$ cat src/rtl/spi_dac.sv
// spi_dac: free-running serial DAC driver.
// Streams 16-bit frames {CFG_BITS, voltageVal} MSB first. A frame is
// GAP_CYCLES cycles with CS high, then 16 bits of 2*HALF_PERIOD cycles with
// CS low. The DAC samples sdo on sck rising edges, and sdo only moves when
// sck falls, so the data is always settled before the DAC samples it.
// Handshake: none. There is no start request. voltageVal is sampled once per
// frame, on the clk edge where CS falls. Changes outside that edge are only
// picked up by the next frame.
`timescale 1ns/1ps
module spi_dac #(
   parameter logic [3:0] CFG_BITS    = 4'b0011,
   parameter int         HALF_PERIOD = 1,
   parameter int         GAP_CYCLES  = 4
) (
   input  logic        rst,
   input  logic        clk,
   output logic        sdo,
   output logic        CS,
   input  logic [11:0] voltageVal,
   output logic        sck
);

   localparam int HW = $clog2(HALF_PERIOD + 1);
   localparam int GW = $clog2(GAP_CYCLES + 1);
   localparam logic [HW-1:0] HP_LAST  = HW'(HALF_PERIOD - 1);
   localparam logic [GW-1:0] GAP_LAST = GW'(GAP_CYCLES - 1);

   typedef enum logic {
      ST_GAP  = 1'b0,
      ST_SEND = 1'b1
   } state_t;

   state_t          r_state,    w_state;
   logic [GW-1:0]   r_gap_cnt,  w_gap_cnt;
   logic [HW-1:0]   r_half_cnt, w_half_cnt;
   logic [3:0]      r_bit_cnt,  w_bit_cnt;
   logic [15:0]     r_shift,    w_shift;
   logic            r_sck,      w_sck;
   logic            r_cs,       w_cs;

   // sdo is the top bit of the shift register. That register is cleared
   // whenever CS is high, so sdo reads 0 between frames.
   assign sdo = r_shift[15];
   assign CS  = r_cs;
   assign sck = r_sck;

   // State and output registers. Reset drops the frame at once, with no clock needed.
   always_ff @(posedge clk or negedge rst) begin
      if (!rst) begin
         r_state    <= ST_GAP;
         r_gap_cnt  <= '0;
         r_half_cnt <= '0;
         r_bit_cnt  <= 4'd0;
         r_shift    <= 16'd0;
         r_sck      <= 1'b0;
         r_cs       <= 1'b1;
      end else begin
         r_state    <= w_state;
         r_gap_cnt  <= w_gap_cnt;
         r_half_cnt <= w_half_cnt;
         r_bit_cnt  <= w_bit_cnt;
         r_shift    <= w_shift;
         r_sck      <= w_sck;
         r_cs       <= w_cs;
      end
   end

   // Next-state and next-output logic for the GAP/SEND sequencer.
   always_comb begin
      w_state    = r_state;
      w_gap_cnt  = r_gap_cnt;
      w_half_cnt = r_half_cnt;
      w_bit_cnt  = r_bit_cnt;
      w_shift    = r_shift;
      w_sck      = r_sck;
      w_cs       = r_cs;
      case (r_state)
         ST_GAP: begin
            w_sck   = 1'b0;
            w_cs    = 1'b1;
            w_shift = 16'd0;
            if (r_gap_cnt == GAP_LAST) begin
               // CS falls here, and the frame word is captured on this same edge.
               w_state    = ST_SEND;
               w_gap_cnt  = '0;
               w_half_cnt = '0;
               w_bit_cnt  = 4'd15;
               w_shift    = {CFG_BITS, voltageVal};
               w_cs       = 1'b0;
            end else begin
               w_gap_cnt = r_gap_cnt + 1'b1;
            end
         end
         ST_SEND: begin
            if (r_half_cnt == HP_LAST) begin
               w_half_cnt = '0;
               if (!r_sck) begin
                  w_sck = 1'b1;
               end else if (r_bit_cnt == 4'd0) begin
                  // The high phase of the last bit is done, so the frame ends.
                  w_state   = ST_GAP;
                  w_gap_cnt = '0;
                  w_sck     = 1'b0;
                  w_cs      = 1'b1;
                  w_shift   = 16'd0;
               end else begin
                  // sck falls, and the next bit moves onto sdo.
                  w_sck     = 1'b0;
                  w_bit_cnt = r_bit_cnt - 4'd1;
                  w_shift   = {r_shift[14:0], 1'b0};
               end
            end else begin
               w_half_cnt = r_half_cnt + 1'b1;
            end
         end
         default: begin
            w_state = ST_GAP;
         end
      endcase
   end

endmodule

$ cat config.mk
export PLATFORM = sky130hd
export DESIGN_NAME = spi_dac
export DESIGN_NICKNAME = d
export VERILOG_FILES = /design/src/rtl/spi_dac.sv
export SDC_FILE = /design/constraint.sdc
export NUM_CORES = 1
export LEC_CHECK = 0
export ABC_AREA = 1
export CORE_UTILIZATION = 49
export DETAILED_ROUTE_END_ITERATION = 6
export PLACE_DENSITY = 0.87
export SYNTH_ARGS = -nofsm -noshare
export SYNTH_HDL_FRONTEND = slang
export SYNTH_SLANG_ARGS = --single-unit
export TNS_END_PERCENT = 5
$ cat constraint.sdc
create_clock -name clk -period 1.45 [get_ports clk]
set_clock_uncertainty 0.2 [all_clocks]
set_input_delay 0.3625 -clock clk [delete_from_list [all_inputs] [get_ports clk]]
set_output_delay 0.3625 -clock clk [all_outputs]
set_load 0.005 [all_outputs]
==> flow_metrics.py <==
metrics = {
    "final_layout": {
        "design_area_mm2": 0.00168,
        "final_common_cell": "nand2_1",
        "fin_nets": 207,
        "mostFrequentLayoutCells": "nand2_1 (79), dfrtp_1 (25), nand2_2 (13), nand3_1 (13), clkdlybuf4s50_1 (13)",
        "diodes": 0,
        "area_delta_synth_final_pct": 22.6,
        "drive_above_1_share_pct": 25.3,
    },
    "synthesis": {
        "synth_compound_area_share_pct": 1.74,
        "syn-num-nets": 181,
        "synth-simple-area-share_pct": 41.1,
        "avgSynthCellArea_um2": 8.30,
        "synth.top_cell.area_share_pct": 45.7,
        "synth_top_family_by_area": "simple AND/OR/NAND/NOR gates",
        "syn_inst": 165,
        "synthXorXnorAreaFrac_pct": 0.639,
        "synth_adder_area_share_pct": 1.83,
        "ys_ff_latch": 26,
        "syn_area_mm2": 0.00137,
        "yosysWarnings": 0,
        "yosysSeqAreaShare_pct": 47.6,
        "synth_cell_types": 22,
        "synth.largest_area_cell": "dfrtp_1",
        "synthMuxAreaShare_pct": 0,
        "ys_top_cells_by_area": "dfrtp_1 (46%), nand2_1 (22%), nand2_2 (6.4%), nand3_1 (5.1%), buf_6 (3.3%)",
    },
    "die": {
        "ioPinCount": 17,
        "initial_core_util_pct": 53.4,
        "coreArea_mm2": 0.00257,
        "die_h_um": 54.9,
        "die-area_mm2": 0.00301,
        "die_width_um": 54.9,
        "rows": 18,
    },
    "sta": {
        "hold_violations": 0,
        "tightest_slew_ns": 0.247,
        "setup_slack_ns": -0.0854,
        "slew-limit-headroom_pct": 83.5,
        "fin_crit_sh_pct": 106,
        "max_freq_mhz": 651,
        "finalSetupViolCount": 1,
        "rsz0062_at_grt": "yes",
        "period_needed_ns": 1.54,
        "drv_slew": 0,
    },
    "outcome": {
        "status": "complete, but fails checks",
        "failed_checks": "negative setup slack",
    },
    "clock_network": {
        "cts_made_buffers": 3,
        "clk_latency_ns": 0.32,
        "post_cts_buffers": 0,
        "cts_max_level": 1,
        "clk_pin_slew_ns": 0.14,
        "clock_sinks": 26,
        "clockRootBuffer": "clkbuf_4",
        "cts_tree": "yes",
        "clockBufferDepth": 2,
    },
    "routing": {
        "via_count": 1116,
        "drc_errors": 0,
        "wire_per_inst_um": 11.7,
        "first_pass_iters": 4,
        "drt_iter0_drc": 20,
        "drt-total-wl_um": 2580,
        "viasPerCell": 5.07,
        "detail-route-antenna-nets": 0,
    },
    "global_route": {
        "grt_pass1_wl_um": 4200,
        "grt_overflow_total": 0,
        "antenna_found_initial": 0,
        "grt_pass1_vias": 1005,
        "grt_start_max_net_pins": 18,
        "grt_use_total_pct": 20.1,
    },
    "pwr": {
        "comb_power_share_pct": 6.2,
        "p_sw_share_pct": 19.7,
        "worst_ir_drop_vdd_mv": 0.823,
        "seq_power_share_pct": 56.5,
        "internal_power_mw": 1.07,
        "p_leak_nw": 0.921,
        "p_per_area_mw_per_mm2": 792,
        "p_switching_mw": 0.262,
        "power_frac_clock_pct": 37.3,
    },
    "worst_setup_path": {
        "end_kind": "primary output",
        "worst-path-buf-inv": 1,
        "crit_family": "flip-flops",
        "critPathArrivalTime_ns": 0.97,
        "crit_path_max_incr_delay_ns": 0.56,
        "crit_chain": "buf_6",
        "slowest_stage": "dfstp_2",
        "crit_required_ns": 0.89,
        "cp_max_fo": 2,
        "cp.depth": 1,
        "reg2reg_depth": 6,
        "path_class": "reg2out",
        "start_kind": "flip-flop",
    },
    "placement": {
        "port_buffers": 16,
        "dpl_cell_area_mm2": 0.00159,
        "gp_congestion": 0.731,
        "pre_cts_slack_ns": -0.102,
        "hpwl_um": 1930,
    },
    "worst_hold_path": {
        "hp-class": "in2async",
    },
    "run": {
        "maxCapViolCount": 0,
    },
}
## registers in the layout (all words and copies together), names as in the netlist
name / flops
r_shift: 16
r_bit_cnt: 4
r_gap_cnt: 3
CS: 1
r_state: 1
sck: 1
## stage by stage
stage	instances	hold WS (ns)	TNS, ns	util, %	power, mW
after CTS	220	0.135	-0.222	64.6	1.35
final	220	0.139	-0.0854	65.4	1.33
after global placement	216	0.254	-0.106	61.9	0.845
after floorplan	165	-0.133	0	-	0.784
after detailed placement	216	0.259	-0.466	61.9	0.850
after global routing	220	0.129	-0.442	65.4	1.38
## worst paths after layout
kind / to / slack (ns) / from
max: CS / -0.09 / CS
min: r_gap_cnt[0] / 0.14 / rst
max reg2reg: r_shift[12] / 0.04 / r_gap_cnt[1]
min reg2reg: CS / 0.29 / CS
max in group asynchronous: r_shift[11] / 0.67 / rst
min in group clk: CS / 0.29 / CS
## final cells by class
type                    count  area (um^2)
fillers                   222          888
multi-input cells         127          663
flip-flops and latches     26          652
repair buffers             27          246
well taps                  30         37.5
clock inverters             1         30.0
inverters                   6         27.5
clock buffers               3         22.5
## per-layer routing
| layer | GRT usage [%] | share of wire [%] |
|---|---|---|
| met2 | 34.5 | 51 |
| met4 | 8.12 | 1.4 |
| met1 | 23.7 | 44 |
| met3 | 5.00 | 3.5 |
| met5 | 0 | 0 |
## Yosys cell counts (all sizes together)
master and number:
a22o 1, buf 6, dfrtp 25, dfstp 1
ha 2, inv 6, nand2 94, nand3 16
nor2 8, o21ai 3, or2 2, xnor2 1
## power groups by stage
stage | combinational [mW] | clock (mW) | sequential, mW
CTS | 0.0840 | 0.513 | 0.751
global route | 0.0913 | 0.538 | 0.754
floorplan | 0.0211 | 0 | 0.763
global placement | 0.0816 | 0 | 0.764
detailed placement | 0.0845 | 0 | 0.765
finish | 0.0821 | 0.497 | 0.752
## kinds of logic (layout without fill, tap and decap cells)
logic type,count (synthesis),after routing
and+or+nand+nor,120,120
DFF,26,26
buffers and inverters,12,37
AOI/OAI and AO/OA,4,4
adders and majority gates,2,2
xor gates and xnor gates,1,1
## timing repair
action                                  CTS  global route
gates resized for setup                  11            10
hold buffers                              0             0
endpoints found under the setup margin   23            26
pin swaps                                 1             5
No activity file was read; power rests on OpenSTA's default activity.
